==> config.mk <==
export PLATFORM = sky130hd
export DESIGN_NAME = tree_sequencer
export DESIGN_NICKNAME = d
export VERILOG_FILES = /design/src/rtl/kd_tree_pkg.sv /design/src/rtl/phase_timer.sv /design/src/rtl/tree_sequencer.sv
export SDC_FILE = /design/constraint.sdc
export NUM_CORES = 1
export LEC_CHECK = 0
export ABC_AREA = 1
export CORE_MARGIN = 5
export CORE_UTILIZATION = 39
export CTS_CLUSTER_SIZE = 25
export DETAILED_ROUTE_END_ITERATION = 16
export PLACE_DENSITY_LB_ADDON = 0.12
export SYNTH_ARGS = -nofsm -noshare
export SYNTH_HDL_FRONTEND = slang
export SYNTH_SLANG_ARGS = --single-unit
==> constraint.sdc <==
create_clock -name clk -period 1.65 [get_ports clk]
set_clock_uncertainty 0.2 [all_clocks]
set_input_delay 0.33 -clock clk [delete_from_list [all_inputs] [get_ports clk]]
set_output_delay 0.33 -clock clk [all_outputs]
set_load 0.05 [all_outputs]
==> src/rtl/kd_tree_pkg.sv <==
// kd_tree_pkg: bus widths, tree command encodings and sequencer states shared by the sequencer and tree nodes
package kd_tree_pkg;
  localparam int COMMAND_SIZE = 5;
  localparam int DATA_SIZE = 24;
  localparam int AXIS_SIZE = 2;
  localparam logic [4:0] CMD_NOP = 5'h00;
  localparam logic [4:0] CMD_RST = 5'h1F;
  localparam logic [4:0] CMD_RST_DONE = 5'h1E;
  localparam logic [4:0] CMD_CENTER_FILL = 5'h01;
  localparam logic [4:0] CMD_CENTER_FILL_DONE = 5'h05;
  localparam logic [4:0] CMD_CONFIGURE_SORT_AXIS = 5'h02;
  localparam logic [4:0] CMD_CONFIGURE_SORT_AXIS_DONE = 5'h07;
  localparam logic [4:0] CMD_START_SORTING = 5'h09;
  localparam logic [4:0] CMD_READY_TO_SORT = 5'h0A;
  localparam logic [4:0] CMD_VALID_SORT = 5'h0F;
  typedef enum logic [2:0] {IDLE, TREE_RST, FILL, CONFIG, SORT, FINISH, ERR} seq_state_e;
endpackage

==> src/rtl/phase_timer.sv <==
// phase_timer: counts cycles spent in the current phase and flags when TIMEOUT cycles have elapsed
// ports: clk, rst (sync, active-high); clear restarts the count at 0; expire is high in the TIMEOUT-th cycle
module phase_timer #(
  parameter int TIMEOUT = 1023
) (
  input  logic clk,
  input  logic rst,
  input  logic clear,
  output logic expire
);
  logic [15:0] count;
  always_ff @(posedge clk)
    count <= (rst || clear) ? '0 : (count == '1 ? count : count + 16'd1);
  assign expire = count >= 16'(TIMEOUT - 1);
endmodule

==> src/rtl/tree_sequencer.sv <==
// tree_sequencer: drives a kd-tree root through reset, center fill, axis configuration and sort
// ports: clk, rst (sync, active-high); start pulse and axis begin a pass; center_data/valid/ready load centers;
//        command/data_to_root are registered commands into the root, command/data_from_root its replies;
//        busy while a phase runs, done pulses at completion, error after a phase timeout, root_center from valid_sort
module tree_sequencer #(
  parameter int COMMAND_SIZE = kd_tree_pkg::COMMAND_SIZE,
  parameter int DATA_SIZE = kd_tree_pkg::DATA_SIZE,
  parameter int AXIS_SIZE = kd_tree_pkg::AXIS_SIZE,
  parameter int TIMEOUT = 1023
) (
  input  logic                    clk,
  input  logic                    rst,
  input  logic                    start,
  input  logic [AXIS_SIZE-1:0]    axis,
  input  logic [DATA_SIZE-1:0]    center_data,
  input  logic                    center_valid,
  output logic                    center_ready,
  output logic [COMMAND_SIZE-1:0] command_to_root,
  output logic [DATA_SIZE-1:0]    data_to_root,
  input  logic [COMMAND_SIZE-1:0] command_from_root,
  input  logic [DATA_SIZE-1:0]    data_from_root,
  output logic                    busy,
  output logic                    done,
  output logic                    error,
  output logic [DATA_SIZE-1:0]    root_center
);
  import kd_tree_pkg::*;
  localparam logic [COMMAND_SIZE-1:0] C_NOP = COMMAND_SIZE'(CMD_NOP);
  localparam logic [COMMAND_SIZE-1:0] C_RST = COMMAND_SIZE'(CMD_RST);
  localparam logic [COMMAND_SIZE-1:0] C_RST_DONE = COMMAND_SIZE'(CMD_RST_DONE);
  localparam logic [COMMAND_SIZE-1:0] C_FILL = COMMAND_SIZE'(CMD_CENTER_FILL);
  localparam logic [COMMAND_SIZE-1:0] C_FILL_DONE = COMMAND_SIZE'(CMD_CENTER_FILL_DONE);
  localparam logic [COMMAND_SIZE-1:0] C_AXIS = COMMAND_SIZE'(CMD_CONFIGURE_SORT_AXIS);
  localparam logic [COMMAND_SIZE-1:0] C_AXIS_DONE = COMMAND_SIZE'(CMD_CONFIGURE_SORT_AXIS_DONE);
  localparam logic [COMMAND_SIZE-1:0] C_SORT = COMMAND_SIZE'(CMD_START_SORTING);
  localparam logic [COMMAND_SIZE-1:0] C_VALID = COMMAND_SIZE'(CMD_VALID_SORT);
  seq_state_e state;
  logic sent, expire, phase_done;
  assign busy = state inside {TREE_RST, FILL, CONFIG, SORT};
  assign done = state == FINISH;
  assign error = state == ERR;
  // a root reply ending the current phase; checked ahead of expire so a reply in the timeout cycle wins
  assign phase_done = (state == TREE_RST && command_from_root == C_RST_DONE) ||
                      (state == FILL && command_from_root == C_FILL_DONE) ||
                      (state == CONFIG && command_from_root == C_AXIS_DONE) ||
                      (state == SORT && command_from_root == C_VALID);
  // gated by rst so nothing is consumed in the cycle a reset aborts the pass
  assign center_ready = !rst && state == FILL && center_valid && command_from_root != C_FILL_DONE;
  phase_timer #(.TIMEOUT(TIMEOUT)) u_timer (
    .clk(clk),
    .rst(rst),
    .clear(!busy || phase_done || expire),
    .expire(expire)
  );
  always_ff @(posedge clk)
    if (rst) begin
      state <= IDLE;
      command_to_root <= C_NOP;
      data_to_root <= '0;
      root_center <= '0;
      sent <= 1'b0;
    end else begin
      command_to_root <= C_NOP;
      data_to_root <= '0;
      case (state)
        IDLE, ERR: state <= start ? TREE_RST : state;
        TREE_RST: begin
          command_to_root <= C_RST;
          state <= phase_done ? FILL : expire ? ERR : TREE_RST;
        end
        FILL: begin
          command_to_root <= center_ready ? C_FILL : C_NOP;
          data_to_root <= center_ready ? center_data : '0;
          state <= phase_done ? CONFIG : expire ? ERR : FILL;
        end
        CONFIG: begin
          command_to_root <= C_AXIS;
          data_to_root <= DATA_SIZE'(axis);
          sent <= 1'b0;
          state <= phase_done ? SORT : expire ? ERR : CONFIG;
        end
        SORT: begin
          command_to_root <= sent ? C_NOP : C_SORT;
          data_to_root <= sent ? '0 : DATA_SIZE'(axis);
          sent <= 1'b1;
          root_center <= phase_done ? data_from_root : root_center;
          state <= phase_done ? FINISH : expire ? ERR : SORT;
        end
        default: state <= IDLE;
      endcase
    end
endmodule
## Word level (Yosys, flattened, before mapping)

Index checks and enable logic that the tools add are counted.
W data, S select, Z words.

- Bits in registers: 73
- Output and inout bits: 57
- Bits of input ports: 59
- Logic and storage cells: 58

- Eq/ne operators: 13
- Add/subtract/negate cells: 1
- Mux-type cells: 17
- Magnitude comparators: 1
- Reductions and logical operators: 20

Operator list:

| operator | count |
|---|---|
| $pmux W24 S3 | 1 |
| $mux W24 | 1 |
| $mux W3 | 7 |
| $pmux W5 S4 | 1 |
| $add A16 B1 Y16 const B | 1 |
| $eq A16 B16 Y1 const B | 1 |
| $ge A16 B10 Y1 const B | 1 |
| $pmux W3 S5 | 1 |
| $eq A5 B3 Y1 const B | 2 |
| $eq A3 B3 Y1 const B | 3 |
| $logic_and A1 B1 Y1 | 7 |
| $eq A3 B2 Y1 const B | 2 |
| $logic_or A1 B1 Y1 | 6 |
| $mux W2 | 3 |
| $eq A5 B4 Y1 const B | 1 |
| $eq A5 B5 Y1 const B | 1 |
| $ne A5 B3 Y1 const B | 1 |
| $mux W4 | 1 |
| $reduce_bool A4 Y1 | 1 |
| $eq A3 B1 Y1 const B | 1 |
| $logic_not A3 Y1 | 1 |
| $logic_not A1 Y1 | 2 |
| $ne A2 B2 Y1 const B | 1 |
| $pmux W1 S2 | 1 |
| other kinds (4) | 4 |

## Depth between registers and ports, before layout

- Depth after elaboration: 8
- Depth in mapped cells: 13
- Depth with buffers taken out: 12

## By module

From an unflattened synthesis, not the netlist that was laid out.

- Cell total of the unflattened synthesis: 422
- Area total of the unflattened synthesis: 3044.2 um^2

Modules (own cells, without submodules):

| module | cells each | times used | area an instance (um^2) | sequential area each (um^2) |
|---|---|---|---|---|
| tree_sequencer | 273 | 1 | 2055.7 | 1121.1 |
| phase_timer | 149 | 1 | 988.4 | 320.3 |

## Least setup slack after synthesis

Ideal clock, no wire load.

- Path type: register to register
- Start: register state[2]
- End: register state[0]
- Slack: -277 ps
- Period minus slack after synthesis: 1927 ps
- Setup time: 123 ps
- Arrival time: 1605 ps
- Path buffers: 1
- Cell stages (with the launch flop): 8
- Required time: 1327 ps
- Cell sequence: dfxtp_1 > buf_6 > inv_4 > nor2_1 > a21oi_1 > nor2_1 > nor2_1 > a21boi_0

- Elaborated cells between the ends (all ways): 20
- Those cells by class: eq/ne: 6; mux: 5; reduce/logical: 9

RTL lines:

| element | RTL line | text |
|---|---|---|
| from (decl) | tree_sequencer.sv:37 | `seq_state_e state;` |
| from (signal assigned) | tree_sequencer.sv:66 | `IDLE, ERR: state <= start ? TREE_RST : state;` |
| from (signal assigned) | tree_sequencer.sv:69 | `state <= phase_done ? FILL : expire ? ERR : TREE_RST;` |
| from (signal assigned) | tree_sequencer.sv:74 | `state <= phase_done ? CONFIG : expire ? ERR : FILL;` |
| $eq A3 B3 Y1 (*) | -- |  |
| via error | tree_sequencer.sv:24 | `output logic error,` |
| $reduce_or A2 Y1 (*) | tree_sequencer.sv:65 | `case (state)` |
| $pmux W3 S5 / $ne A2 B2 Y1 (equally long branches) | -- |  |

The timed path passes the listed nets; every way through them passes the cells marked *.
A chain may end at the register's enable or synchronous reset.

## Worst setup path in the final report

- Start: register state[0]
- End: output center_ready

- Longest elaborated chain between the ends: 4

RTL lines:

| element | RTL line | text |
|---|---|---|
| $eq A3 B2 Y1 | tree_sequencer.sv:48 | `assign center_ready = !rst && state == FILL && center_valid && command_from_root != C_FILL_DONE;` |
| $logic_and A1 B1 Y1 (3 in series) | tree_sequencer.sv:48 |  |
| to (decl) | tree_sequencer.sv:17 | `output logic center_ready,` |

No other way between the ends.

==> impl_metrics.env <==
export IMPL_grt_total_usage_pct=17.9
export IMPL_cts_tree="built"
export IMPL_p_leak_nw=2.37
export IMPL_rsz0062_at_grt="yes"
export IMPL_netlist_area_sq_um=2840
export IMPL_fin_ws_ns=-0.325
export IMPL_synth_cell_type_count=32
export IMPL_cp_arrival_ns=1.45
export IMPL_vias_per_cell=4.49
export IMPL_setup_viol=44
export IMPL_antenna_found_initial=0
export IMPL_synth_top_family_by_area="simple AND/OR/NAND/NOR gates"
export IMPL_drtPass1Iterations=5
export IMPL_maxSlewViolCount=0
export IMPL_synthCells=368
export IMPL_wirelength_mm=8.43
export IMPL_status="complete, but fails checks"
export IMPL_worst_path_max_fanout=5
export IMPL_path_buf_inv=3
export IMPL_num_antenna_cells=0
export IMPL_initial_core_util_pct=39.5
export IMPL_htreeDepth=3
export IMPL_synthTopCellsByArea="dfxtp_1 51%, nor2_1 12%, inv_1 6.3%, nand2_1 6.2%, o21ai_0 3.7%"
export IMPL_ctsLongestPathBuffers=2
export IMPL_final_hold_viol_count=0
export IMPL_fin_nets=594
export IMPL_startpoint_type="register"
export IMPL_yosys_warnings=0
export IMPL_portBuffers=115
export IMPL_max_freq_mhz=506
export IMPL_clock_sinks=72
export IMPL_final_setup_tns_ns=-6.31
export IMPL_grt_max_degree=27
export IMPL_finalCritPeriodShare_pct=120
export IMPL_dieArea_sq_um=9080
export IMPL_top_usage_layer="met2"
export IMPL_place_hpwl_mm=6.03
export IMPL_cp_slowest_cell="dfxtp_4"
export IMPL_irDropWorstVdd_uv=716
export IMPL_drv_cap=0
export IMPL_grt_pass1_vias=2696
export IMPL_clk_pin_slew_ns=0.07
export IMPL_path_cells="inv_2 > nand2_4 > nor2_4 > nand4_1 > clkinvlp_4 > buf_12"
export IMPL_core_area_sq_um=7180
export IMPL_hold_class="reg2reg"
export IMPL_gp_congestion=0.881
export IMPL_die_height_um=95.3
export IMPL_synth_fa_ha_area_share_pct=0.882
export IMPL_cp_end_kind="output port"
export IMPL_synth_ff_type="dfxtp_1"
export IMPL_fin_crit_ns=1.98
export IMPL_synthXorXnorAreaFrac_pct=0.926
export IMPL_cp_top_family="simple AND/OR/NAND/NOR gates"
export IMPL_synth_top_cell_area_share_pct=50.8
export IMPL_synth_compound_area_share_pct=7.23
export IMPL_synth_largest_area_cell="dfxtp_1"
export IMPL_avgSynthCellArea_sq_um=7.71
export IMPL_insertion_delay_ns=0.34
export IMPL_num_vias=2858
export IMPL_gr_usage_met1_pct=21.0
export IMPL_power_density_nw_per_um2=921
export IMPL_yosys_top_cells_count="91 x nor2_1, 72 x dfxtp_1, 48 x inv_1"
export IMPL_grt_pass1_wl_mm=12.5
export IMPL_synth_mux_area_share_pct=0
export IMPL_post_drt_wl_per_cell_um=13.3
export IMPL_syn2layout_area_growth_pct=91.8
export IMPL_std_cell_rows=31
export IMPL_ys_seq_elements=72
export IMPL_violations="negative setup slack"
export IMPL_drcViolationCount=0
export IMPL_required_ns=1.12
export IMPL_cts_buffers=9
export IMPL_synth_seq_area_share_pct=50.8
export IMPL_grt_use_met3_pct=3.39
export IMPL_synthSimpleGateAreaFrac_pct=29.2
export IMPL_synth_edf_count=0
export IMPL_crit_type="reg2out"
export IMPL_ioPinCount=116
export IMPL_utilization_pct=75.8
export IMPL_die_w_um=95.3
export IMPL_async_flop_share_pct=0
export IMPL_yosysMostFrequentCell="nor2_1"
export IMPL_grt_overflow_total=0
export IMPL_dr_first_iter_drc_count=81
export IMPL_cpPeakStageDelay_ns=0.37
export IMPL_use_met2_pct=31.5
export IMPL_clockRootBuffer="clkbuf_8"
export IMPL_final_antenna_net_count=0
export IMPL_drive_gt1_share_pct=37.1
-- state kept, by name, summed over array words and instances (netlist names) --
signal	cells
command_to_root	4
sent	1
root_center	24
state	3
data_to_root	24
u_timer.count	16
-- worst register-to-register path, delay by kind of cell, from the launching register on --
| family | cells | cell delay, ns |
|---|---|---|
| simple gates | 7 | 0.71 |
| buf+inv | 2 | 0.32 |
| flops | 1 | 0.37 |
| compound gates | 1 | 0.14 |
-- cell type report --
cell class | instances | area [sq um]
fill | 503 | 1730
multi-input combinational | 234 | 1320
inverter | 55 | 234
clock inverter | 4 | 45.0
clock buffer | 11 | 141
timing repair inverter | 1 | 16.3
tap | 99 | 124
timing repair buffer | 160 | 2110
sequential | 72 | 1460
-- through the flow --
| stage | hold WS, ns | total power, W | cell area (sq um) | instances | setup slack [ns] |
|---|---|---|---|---|---|
| finish | 0.275 | 0.00501 | 5440 | 636 | -0.325 |
| global route | 0.304 | 0.00523 | 5440 | 636 | -0.369 |
| CTS | 0.275 | 0.00503 | 5370 | 635 | -0.355 |
| detailed placement | 0.254 | 0.00351 | 4870 | 605 | -0.579 |
| global placement | 0.251 | 0.00349 | 4870 | 605 | -0.489 |
| floorplan | 0.242 | 0.00273 | 2880 | 372 | -0.0192 |
-- layer usage --
metal	part of all wire [%]	wire length [um]	up-vias
met2	52	4380	80
li1	-	-	1449
met1	41	3480	1317
met3	5.0	424	12
met5	0	0	-
met4	1.8	149	0
-- cell usage in the layout, fill, tap and decap left out, drive strengths merged --
master / synthesis / final
a211oi: 1 / 1
a21boi: 2 / 2
a21oi: 8 / 8
and3: 1 / 1
buf: 6 / 102
bufinv: 0 / 1
clkbuf: 5 / 11
clkdlybuf4s50: 0 / 54
clkinv: 0 / 3
clkinvlp: 0 / 1
conb: 1 / 5
dfxtp: 72 / 72
dlygate4sd2: 0 / 4
ha: 2 / 2
inv: 55 / 55
nand2: 52 / 52
nand3: 12 / 12
nand4: 5 / 5
nor2: 107 / 107
nor3: 5 / 5
nor3b: 2 / 2
o21a: 1 / 1
o21ai: 27 / 27
or2: 1 / 1
xnor2: 1 / 1
xor2: 2 / 2
-- worst paths after layout --
check | startpoint | to | slack [ns] | cells after the start
worst max-delay path | state[0] | center_ready | -0.33 | 6
worst min-delay path | u_timer.count[9] | u_timer.count[9] | 0.28 | 2
worst max register to register | state[2] | root_center[12] | -0.20 | 10
worst min register to register | u_timer.count[9] | u_timer.count[9] | 0.28 | 2
-- timing repair --
action	4_1_cts	5_1_grt
buffers inserted	15	4
hold buffers	0	0
resized for setup	64	17
gates cloned	1	0
setup endpoints to repair	59	59
pin swaps	23	7
-- logic make-up after synthesis --
logic type,count (synthesis)
flip-flops,72
other,1
AND/OR/NAND/NOR,185
XOR/XNOR,3
buffers and inverters,66
AO/OA/AOI/OAI,39
adder cells (fa/ha/maj),2
-- power breakdown --
group,internal (W),switching [W],leakage [nW]
Sequential,0.00186,0.000115,0.586
Clock,0.000724,0.000618,0.0989
Combinational,0.000811,0.000882,1.68
Total,0.00340,0.00161,2.37
Power figures use the tool's default switching activity.
